$ cat config.mk
export PLATFORM = sky130hd
export DESIGN_NAME = setpoint_encoder_flat
export DESIGN_NICKNAME = d
export VERILOG_FILES = /design/src/rtl/setpoint_encoder_if.sv /design/src/rtl/setpoint_encoder.sv /design/src/flat_wrapper.sv
export SDC_FILE = /design/constraint.sdc
export NUM_CORES = 1
export LEC_CHECK = 0
export ABC_AREA = 1
export CAP_MARGIN = 15
export CORE_UTILIZATION = 45
export DETAILED_ROUTE_END_ITERATION = 16
export HOLD_SLACK_MARGIN = 0.03
export PLACE_DENSITY_LB_ADDON = 0.3
export SLEW_MARGIN = 25
export SYNTH_ARGS = -nofsm -noshare
export SYNTH_HDL_FRONTEND = slang
export SYNTH_SLANG_ARGS = --single-unit
$ cat constraint.sdc
create_clock -name clk -period 1.8 [get_ports clk]
set_input_delay 0.45 -clock clk [delete_from_list [all_inputs] [get_ports clk]]
set_output_delay 0.45 -clock clk [all_outputs]
set_load 0.02 [all_outputs]
$ cat src/rtl/setpoint_encoder_if.sv
// Setpoint control/status bundle between the button/keypad front end and the encoder.
// The master drives the adjust requests; the slave (encoder) returns setpoint, code and status.
interface setpoint_encoder_if;
  logic       up;
  logic       down;
  logic       load;
  logic [7:0] load_bcd;
  logic [7:0] set_bcd;
  logic [7:0] code;
  logic       valid;
  logic       err;

  modport master (
    output up, down, load, load_bcd,
    input  set_bcd, code, valid, err
  );

  modport slave (
    input  up, down, load, load_bcd,
    output set_bcd, code, valid, err
  );
endinterface

$ cat src/rtl/setpoint_encoder.sv
// Two-digit BCD setpoint register with a sequential BCD-to-ADC-code converter:
// code = OFFSET + 10*tens + ones, built by repeated addition of 10 once per tens digit.
module setpoint_encoder #(
  parameter logic [7:0] OFFSET      = 8'h38,
  parameter logic [7:0] DEFAULT_SET = 8'h23
) (
  input  logic               clk,
  input  logic               rst,
  setpoint_encoder_if.slave  sp_if
);

  typedef enum logic {IDLE, CALC} state_t;

  localparam logic [7:0] DEFAULT_CODE =
    OFFSET + 8'd10 * {4'd0, DEFAULT_SET[7:4]} + {4'd0, DEFAULT_SET[3:0]};

  state_t     state_q;
  logic [7:0] set_q, set_d;
  logic [7:0] code_q;
  logic [7:0] acc_q;
  logic [3:0] cnt_q;
  logic       valid_q;
  logic       err_q, err_d;
  logic       change_d;

  logic [3:0] tens, ones;
  logic       load_ok;

  assign tens    = set_q[7:4];
  assign ones    = set_q[3:0];
  assign load_ok = (sp_if.load_bcd[7:4] <= 4'd9) && (sp_if.load_bcd[3:0] <= 4'd9);

  // NOTE: every output of this block gets a default first so no path can infer a latch.
  always_comb begin
    set_d    = set_q;
    change_d = 1'b0;
    err_d    = 1'b0;
    if (sp_if.load) begin
      if (load_ok) begin
        set_d    = sp_if.load_bcd;
        change_d = 1'b1;
      end else begin
        err_d = 1'b1;
      end
    end else if (sp_if.up && !sp_if.down) begin
      if (set_q != 8'h99) begin
        change_d = 1'b1;
        set_d    = (ones == 4'd9) ? {tens + 4'd1, 4'd0} : {tens, ones + 4'd1};
      end
    end else if (sp_if.down && !sp_if.up) begin
      if (set_q != 8'h00) begin
        change_d = 1'b1;
        set_d    = (ones == 4'd0) ? {tens - 4'd1, 4'd9} : {tens, ones - 4'd1};
      end
    end
  end

  // NOTE: all state here uses non-blocking assignments so every register samples pre-edge values.
  always_ff @(posedge clk or posedge rst) begin
    if (rst) begin
      state_q <= IDLE;
      set_q   <= DEFAULT_SET;
      code_q  <= DEFAULT_CODE;
      acc_q   <= DEFAULT_CODE;
      cnt_q   <= 4'd0;
      valid_q <= 1'b1;
      err_q   <= 1'b0;
    end else begin
      set_q <= set_d;
      err_q <= err_d;
      // A fresh change preempts any calculation in flight, so a stale sum never reaches code.
      if (change_d) begin
        acc_q   <= OFFSET + {4'd0, set_d[3:0]};
        cnt_q   <= set_d[7:4];
        valid_q <= 1'b0;
        state_q <= CALC;
      end else begin
        case (state_q)
          CALC: begin
            if (cnt_q == 4'd0) begin
              code_q  <= acc_q;
              valid_q <= 1'b1;
              state_q <= IDLE;
            end else begin
              acc_q <= acc_q + 8'd10;
              cnt_q <= cnt_q - 4'd1;
            end
          end
          default: state_q <= IDLE;
        endcase
      end
    end
  end

  assign sp_if.set_bcd = set_q;
  assign sp_if.code    = code_q;
  assign sp_if.valid   = valid_q;
  assign sp_if.err     = err_q;

endmodule

$ cat src/flat_wrapper.sv
// flat-port wrapper written by rule: the top's interface ports become plain ports
module setpoint_encoder_flat 
#(
  parameter logic [7:0] OFFSET      = 8'h38,
  parameter logic [7:0] DEFAULT_SET = 8'h23
)
  (clk, rst, sp_if_up, sp_if_down, sp_if_load, sp_if_load_bcd, sp_if_set_bcd, sp_if_code, sp_if_valid, sp_if_err);
  setpoint_encoder_if sp_if_i ();
  input  logic clk;
  input  logic rst;
  input wire logic [$bits(sp_if_i.up)-1:0] sp_if_up;
  input wire logic [$bits(sp_if_i.down)-1:0] sp_if_down;
  input wire logic [$bits(sp_if_i.load)-1:0] sp_if_load;
  input wire logic [$bits(sp_if_i.load_bcd)-1:0] sp_if_load_bcd;
  output wire logic [$bits(sp_if_i.set_bcd)-1:0] sp_if_set_bcd;
  output wire logic [$bits(sp_if_i.code)-1:0] sp_if_code;
  output wire logic [$bits(sp_if_i.valid)-1:0] sp_if_valid;
  output wire logic [$bits(sp_if_i.err)-1:0] sp_if_err;
  assign sp_if_i.up = sp_if_up;
  assign sp_if_i.down = sp_if_down;
  assign sp_if_i.load = sp_if_load;
  assign sp_if_i.load_bcd = sp_if_load_bcd;
  assign sp_if_set_bcd = sp_if_i.set_bcd;
  assign sp_if_code = sp_if_i.code;
  assign sp_if_valid = sp_if_i.valid;
  assign sp_if_err = sp_if_i.err;
  setpoint_encoder #(.OFFSET(OFFSET), .DEFAULT_SET(DEFAULT_SET)) u_core (.clk(clk), .rst(rst), .sp_if(sp_if_i));
endmodule
== After elaboration in Yosys (flattened, before gate mapping) ==
Index checks and enable logic that the tools add are counted.
Operators by class
  reduce and logical (&&, ||, !) cells: 13
  bitwise gates (word level): 1
  equality and inequality tests: 3
  $add $sub $neg: 7
  multiplexer cells: 28
  magnitude comparators: 2
Operators by type and width (number)
  $mux 8: 11
  $mux 1: 14
  $mux 4: 3
  $sub 4x1->4 const B: 3
  $add 4x1->4 const B: 2
  $add 8x4->8 const B: 1
  $le 4x4->1 const B: 2
  $logic_not 4->1: 2
  $ne 8x8->1 const B: 1
  $reduce_bool 8->1: 1
  $add 6x4->7 const A: 1
  $eq 4x4->1 const B: 1
  $reduce_and 2->1: 2
  $reduce_bool 2->1: 2
  $logic_and 1x1->1: 3
  $reduce_and 3->1: 1
  $logic_not 1->1: 2
  $ne 2x1->1 const B: 1
  $not 1->1: 1
Word-level totals
  logic and storage cells: 61
  output and inout port bits: 18
  bits in registers: 31

== Depth between registers and ports, before layout ==
  depth in word-level cells: 8
  gate-level depth with buffers: 15
  gate-level depth less buffers: 15

== Worst setup path after synthesis ==
OpenSTA, ideal clock, no wires.
  kind: register to register
  start: register u_core.set_q[5], in the netlist u_core.sp_if.set_bcd[5]
  end: register u_core.cnt_q[0]
  stages on the path, launching flop included: 12
  slack: 0.023 ns
  arrival time: 1.657 ns
  library setup time: 0.120 ns
  clock period less this slack: 1.777 ns
  path through: dfstp_2 inv_1 ha_1 nand3_1 nand2_1 nand2_2 nor2_4 nand2_2 o21ai_4 buf_6 o21ai_0 inv_1
Between the ends
  longest elaborated chain between the ends: 7
  elaborated cells between the ends (all ways): 16
  those cells by class: eq/ne (2); mux (11); reduce/logical (3)
Ends and longest elaborated chain
  start: declaration: line setpoint_encoder.sv:18  | logic [7:0] set_q, set_d;
  start signal: assignment: line setpoint_encoder.sv:69  | set_q <= set_d;
  $reduce_bool 8->1: line setpoint_encoder.sv:51  | if (set_q != 8'h00) begin
  $mux 1: line setpoint_encoder.sv:51
  $mux 1: line setpoint_encoder.sv:50  | end else if (sp_if.down && !sp_if.up) begin
  $mux 1: line setpoint_encoder.sv:45  | end else if (sp_if.up && !sp_if.down) begin
  $mux 1: line setpoint_encoder.sv:38  | if (sp_if.load) begin
  $ne 2x1->1 (no line) / $reduce_bool 2->1 (equally long branches)
  $reduce_and 2->1 (no line)
  end signal: assignment: line setpoint_encoder.sv:74  | cnt_q <= set_d[7:4];
  end signal: assignment: line setpoint_encoder.sv:86  | cnt_q <= cnt_q - 4'd1;
  end: declaration: line setpoint_encoder.sv:21  | logic [3:0] cnt_q;
Several ways; a longest one is shown, not always the timed one.
A chain may end at the register's enable or synchronous reset.

== Worst setup path after layout ==
  start: input sp_if_up
  end: register u_core.cnt_q[0]
Between the ends
  longest elaborated chain between the ends: 7
  elaborated cells between the ends (all ways): 13
  those cells by class: eq/ne (1); mux (7); reduce/logical (5)
Ends and longest elaborated chain
  start: declaration: line flat_wrapper.sv:11  | input wire logic [$bits(sp_if_i.up)-1:0] sp_if_up;
  $logic_not 1->1: line setpoint_encoder.sv:50
  $logic_and 1x1->1: line setpoint_encoder.sv:50
  $mux 1: line setpoint_encoder.sv:50
  $mux 1: line setpoint_encoder.sv:45
  $mux 1: line setpoint_encoder.sv:38
  $ne 2x1->1 (no line) / $reduce_bool 2->1 (equally long branches)
  $reduce_and 2->1 (no line)
Several ways; a longest one is shown, not always the timed one.

==> results by group <==
Outcome
  • Run status: completed

Worst setup path
  • Critical Path RT: between 1.5 and 2 ns
  • Cell repeated most along the worst path: sky130_fd_sc_hd__nand2_2
  • Peak fanout along the critical path: 6
  • Critical R2R Launch: u_core.sp_if.set_bcd[4]$_DFF_PP0_
  • Cell breakdown of the critical path: clkdlybuf4s50_1 > nor2_4 > nand2_2 > nand2_2 > nor2_4 > nand2_2 > o21ai_4 > buf_6 > nand3_1 > o21ai_1 > inv_1
  • Largest stage delay on the critical path: around 0.52 ns
  • Critical path buffers and inverters: 3
  • Critical path launch point type: primary input
  • Reg-to-Reg End: u_core.cnt_q[0]$_DFFE_PP0P_
  • Count of cells along the worst register-to-register path: 12
  • Kind of cell adding the most delay to the critical path: buffers and inverters
  • Critical path's slowest cell: sky130_fd_sc_hd__clkdlybuf4s50_1
  • Arr. time, crit path: 1.93 ns
  • Reg2Reg Setup Slack: 0.04 ns
  • Classification of the worst setup path: primary input to flip-flop
  • Element type at the critical path end: flip-flop

Final layout
  • Area added between synthesis and finish: 36.6%
  • Final standard cell area without fillers: 2810 um^2
  • Area used by sequential logic in the layout: 795 um^2
  • Number of nets in the finished design: between 300 and 400
  • Area used by multi-input combinational logic: between 1000 and 1500 um^2
  • Antenna Cells: 0
  • Final design utilization: 64.2%
  • Layout fillers: 406
  • Proportion of layout cells with a drive suffix above 1: between 20% and 30%

Power
  • Cell area power density: between 1000 and 1500 nW/um^2
  • Pleak: 1.42 nW
  • Worst VDD drop: 796 uV

Drt
  • Detailed route wirelength on metal2: 2.45 mm
  • Overall routed net length: 5.12 mm
  • Number of design-rule violations left by the first detailed-router iteration: ~160
  • Met3 wire len: 204 um
  • Vias per inst: 5.08
  • Wire length on met1: 2.35 mm
  • Max Used Layer: met4
  • Total DRC errors in the routed layout: 0
  • Number of vias in the routed layout: 2025
  • Number of detailed-routing iterations run before antenna repair: 4
  • Final ANT Viol Nets: 0
  • Average detailed-routed wire length per instance: 12.8 um

Clock tree
  • CTS tree: built
  • Later-pin clock latency in the skew report: 0.28 ns
  • Buffer type at the clock tree root: sky130_fd_sc_hd__clkbuf_8
  • CTS buffer count: 5
  • Maximum clock path buffer count: 2
  • Clock-pin slew reported for the worst setup and hold paths after clock tree synthesis: 0.06 ns
  • CTS H-tree depth: 2
  • Number of clock sinks seen by CTS: 31

Timing
  • Max transition margin: 73.7%
  • Final critical-path required period: between 1.5 and 2 ns
  • Worst Skew: 0.00624 ns
  • Maximum clock rate: 567 MHz
  • Tcrit/Tclk final: between 90% and 100%
  • Setup TNS: 0 ns
  • Transition time at the pin with the least slew margin: just under 0.4 ns
  • Setup Viol. Count Final: 0
  • Final Hold Violating Endpoints: 0
  • Unrepaired setup endpoints after global routing: yes
  • Final slew viol count: 0

Floorplanning
  • I/O pin count: 31
  • Die area: 4850 um^2
  • Starting utilization of the core area: 47.0%
  • Die span in y: 69.7 um
  • Floorplan row count: 24
  • Placeable core area: 4380 um^2
  • Horizontal die dimension: 69.7 um

Placement
  • Port bufs: 30
  • Area post-placement: 2600 um^2
  • RePlAce Congestion: 0.847
  • Detailed placer's ending HPWL: 3.77 mm

Min path
  • Worst Hold Endpoint: u_core.sp_if.valid$_DFFE_PP1P_
  • Min-delay worst type: flip-flop to flip-flop
  • Hold Path Depth: 2
  • Hold wc startpoint: u_core.sp_if.valid$_DFFE_PP1P_

GRT
  • Largest net degree at the start of global routing: 32
  • Overall routing resource usage: between 20% and 30%
  • Number of global-route vias before repair: 1954
  • Antenna violations before repair: 0
  • Global-route wire length before repair: between 8 and 9 mm
  • Total congestion overflow after global routing: 0

Logic synthesis
  • Number of flip-flops and latches in the synthesized netlist: 31
  • Seq/Total Area, Yosys: 38.5%
  • Total number of yosys warnings: 0
  • Post-synthesis cell area: 2060 um^2
  • Synthesized instance count: 282
  • Number of nets produced by synthesis: 301
  • Number of synthesized flops with an enable pin: 0
  • Avg Synthesized Cell Area: about 7.3 um^2
  • Area share of the largest cell type after synthesis: 20.7%
  • Synth area leader: sky130_fd_sc_hd__dfrtp_1
  • Synth unique cells: 25
  • Most repeated cell in the gate-level netlist after synthesis: sky130_fd_sc_hd__nand2_1
  • Leading post-synthesis cells by cell area: sky130_fd_sc_hd__dfrtp_1, sky130_fd_sc_hd__dfstp_2, sky130_fd_sc_hd__nand2_1, sky130_fd_sc_hd__inv_1, sky130_fd_sc_hd__nand3_1
  • Asr flop ratio synth: 100%
  • Most used flip-flop cell after synthesis: sky130_fd_sc_hd__dfrtp_1
  • Most frequent cells after synthesis: sky130_fd_sc_hd__nand2_1, sky130_fd_sc_hd__inv_1, sky130_fd_sc_hd__nand3_1, sky130_fd_sc_hd__nor2_1, sky130_fd_sc_hd__o21ai_0

Job
  • Max-cap violations: 0
[metrics by stage]
step / total power (W) / instances / hold WS [ns] / setup slack [ns]
after floorplan: 0.00226 / 282 / 0.464 / 0.0234
after global placement: 0.00281 / 388 / 0.463 / -0.235
after detailed placement: 0.00285 / 388 / 0.458 / -0.270
after CTS: 0.00354 / 397 / 0.474 / 0.0152
after global routing: 0.00387 / 399 / 0.497 / -0.0971
final: 0.00359 / 399 / 0.468 / 0.0363
[metal layers]
layer / GRT usage [%] / vias to the layer above
met2: 37.4 / 59
met5: 0 / -
met4: 8.44 / 0
li1: - / 1030
met3: 4.07 / 13
met1: 30.7 / 923
[worst max path at each step]
stage	startpoint	endpoint	depth (start not counted)
2_1_floorplan	u_core.sp_if.set_bcd[5]$_DFF_PP1_	u_core.cnt_q[0]$_DFFE_PP0P_	11
3_3_place_gp	sp_if_down	u_core.acc_q[6]$_DFFE_PP1P_	11
3_5_place_dp	sp_if_up	u_core.sp_if.code[7]$_DFFE_PP0P_	10
4_1_cts	u_core.sp_if.set_bcd[4]$_DFF_PP0_	u_core.acc_q[3]$_DFFE_PP1P_	11
5_1_grt	u_core.sp_if.set_bcd[4]$_DFF_PP0_	u_core.cnt_q[0]$_DFFE_PP0P_	12
6_report	sp_if_up	u_core.cnt_q[0]$_DFFE_PP0P_	11
[placed cells by master, fill, tap and decap left out, drive strengths merged]
cell	instances
nor3	5
nand3b	2
clkdlybuf4s50	16
nand3	24
nor2	25
and2	1
clkinv	1
o211ai	5
dlymetal6s2s	1
dfrtp	17
xor2	3
xnor2	2
o21ai	31
inv	37
nand2	92
dlygate4sd2	13
buf	31
dfstp	14
clkbuf	6
ha	6
bufinv	1
a21oi	14
[repair_timing]
action                     in CTS  in global routing
pin swaps                       1                  3
setup endpoints to repair      20                 21
resized for setup              16                 27
cloned                          1                  0
hold buffers                    0                  0
buffers inserted                0                  2
[sequential cells by signal (all words and copies together) (netlist names)]
name,count
u_core.acc_q,8
u_core.sp_if.code,8
u_core.sp_if.valid,1
u_core.cnt_q,4
u_core.sp_if.set_bcd,8
u_core.sp_if.err,1
u_core.state_q,1
[cell type report]
type                       instances  area share [%]
clock buffer                       6            2.93
clock inverter                     2            1.24
inverter                          37            4.94
multi-input combinational        210            41.6
sequential                        31            28.2
tap                               52            2.31
timing repair buffer              61            18.7
[logic make-up (layout without fill, tap and decap cells)]
group | after synthesis | in the layout | share of synthesized area [%]
adder cells (fa/ha/maj) | 6 | 6 | 3.65
AO/OA/AOI/OAI | 50 | 50 | 15.9
buffers and inverters | 42 | 106 | 8.87
AND/OR/NAND/NOR | 148 | 149 | 31.0
flip-flops | 31 | 31 | 38.5
XOR/XNOR | 5 | 5 | 2.13
[report_power, final]
part,leakage [nW],internal (W),switching [W],total [W]
clock network,0.0612,0.000447,0.000256,0.000704
registers,0.351,0.00103,0.000205,0.00123
logic,1.01,0.000687,0.000968,0.00165
total,1.42,0.00216,0.00143,0.00359
[worst register-to-register path: cells and delay by family, from the launching register on]
family                     cells  cell delay, ns
and+or+nand+nor                6            0.57
adders and majority gates      1            0.13
buffers and inverters          3            0.29
AOI/OAI and AO/OA              2            0.22
DFF                            1            0.44
No activity file was read; power rests on OpenSTA's default activity.
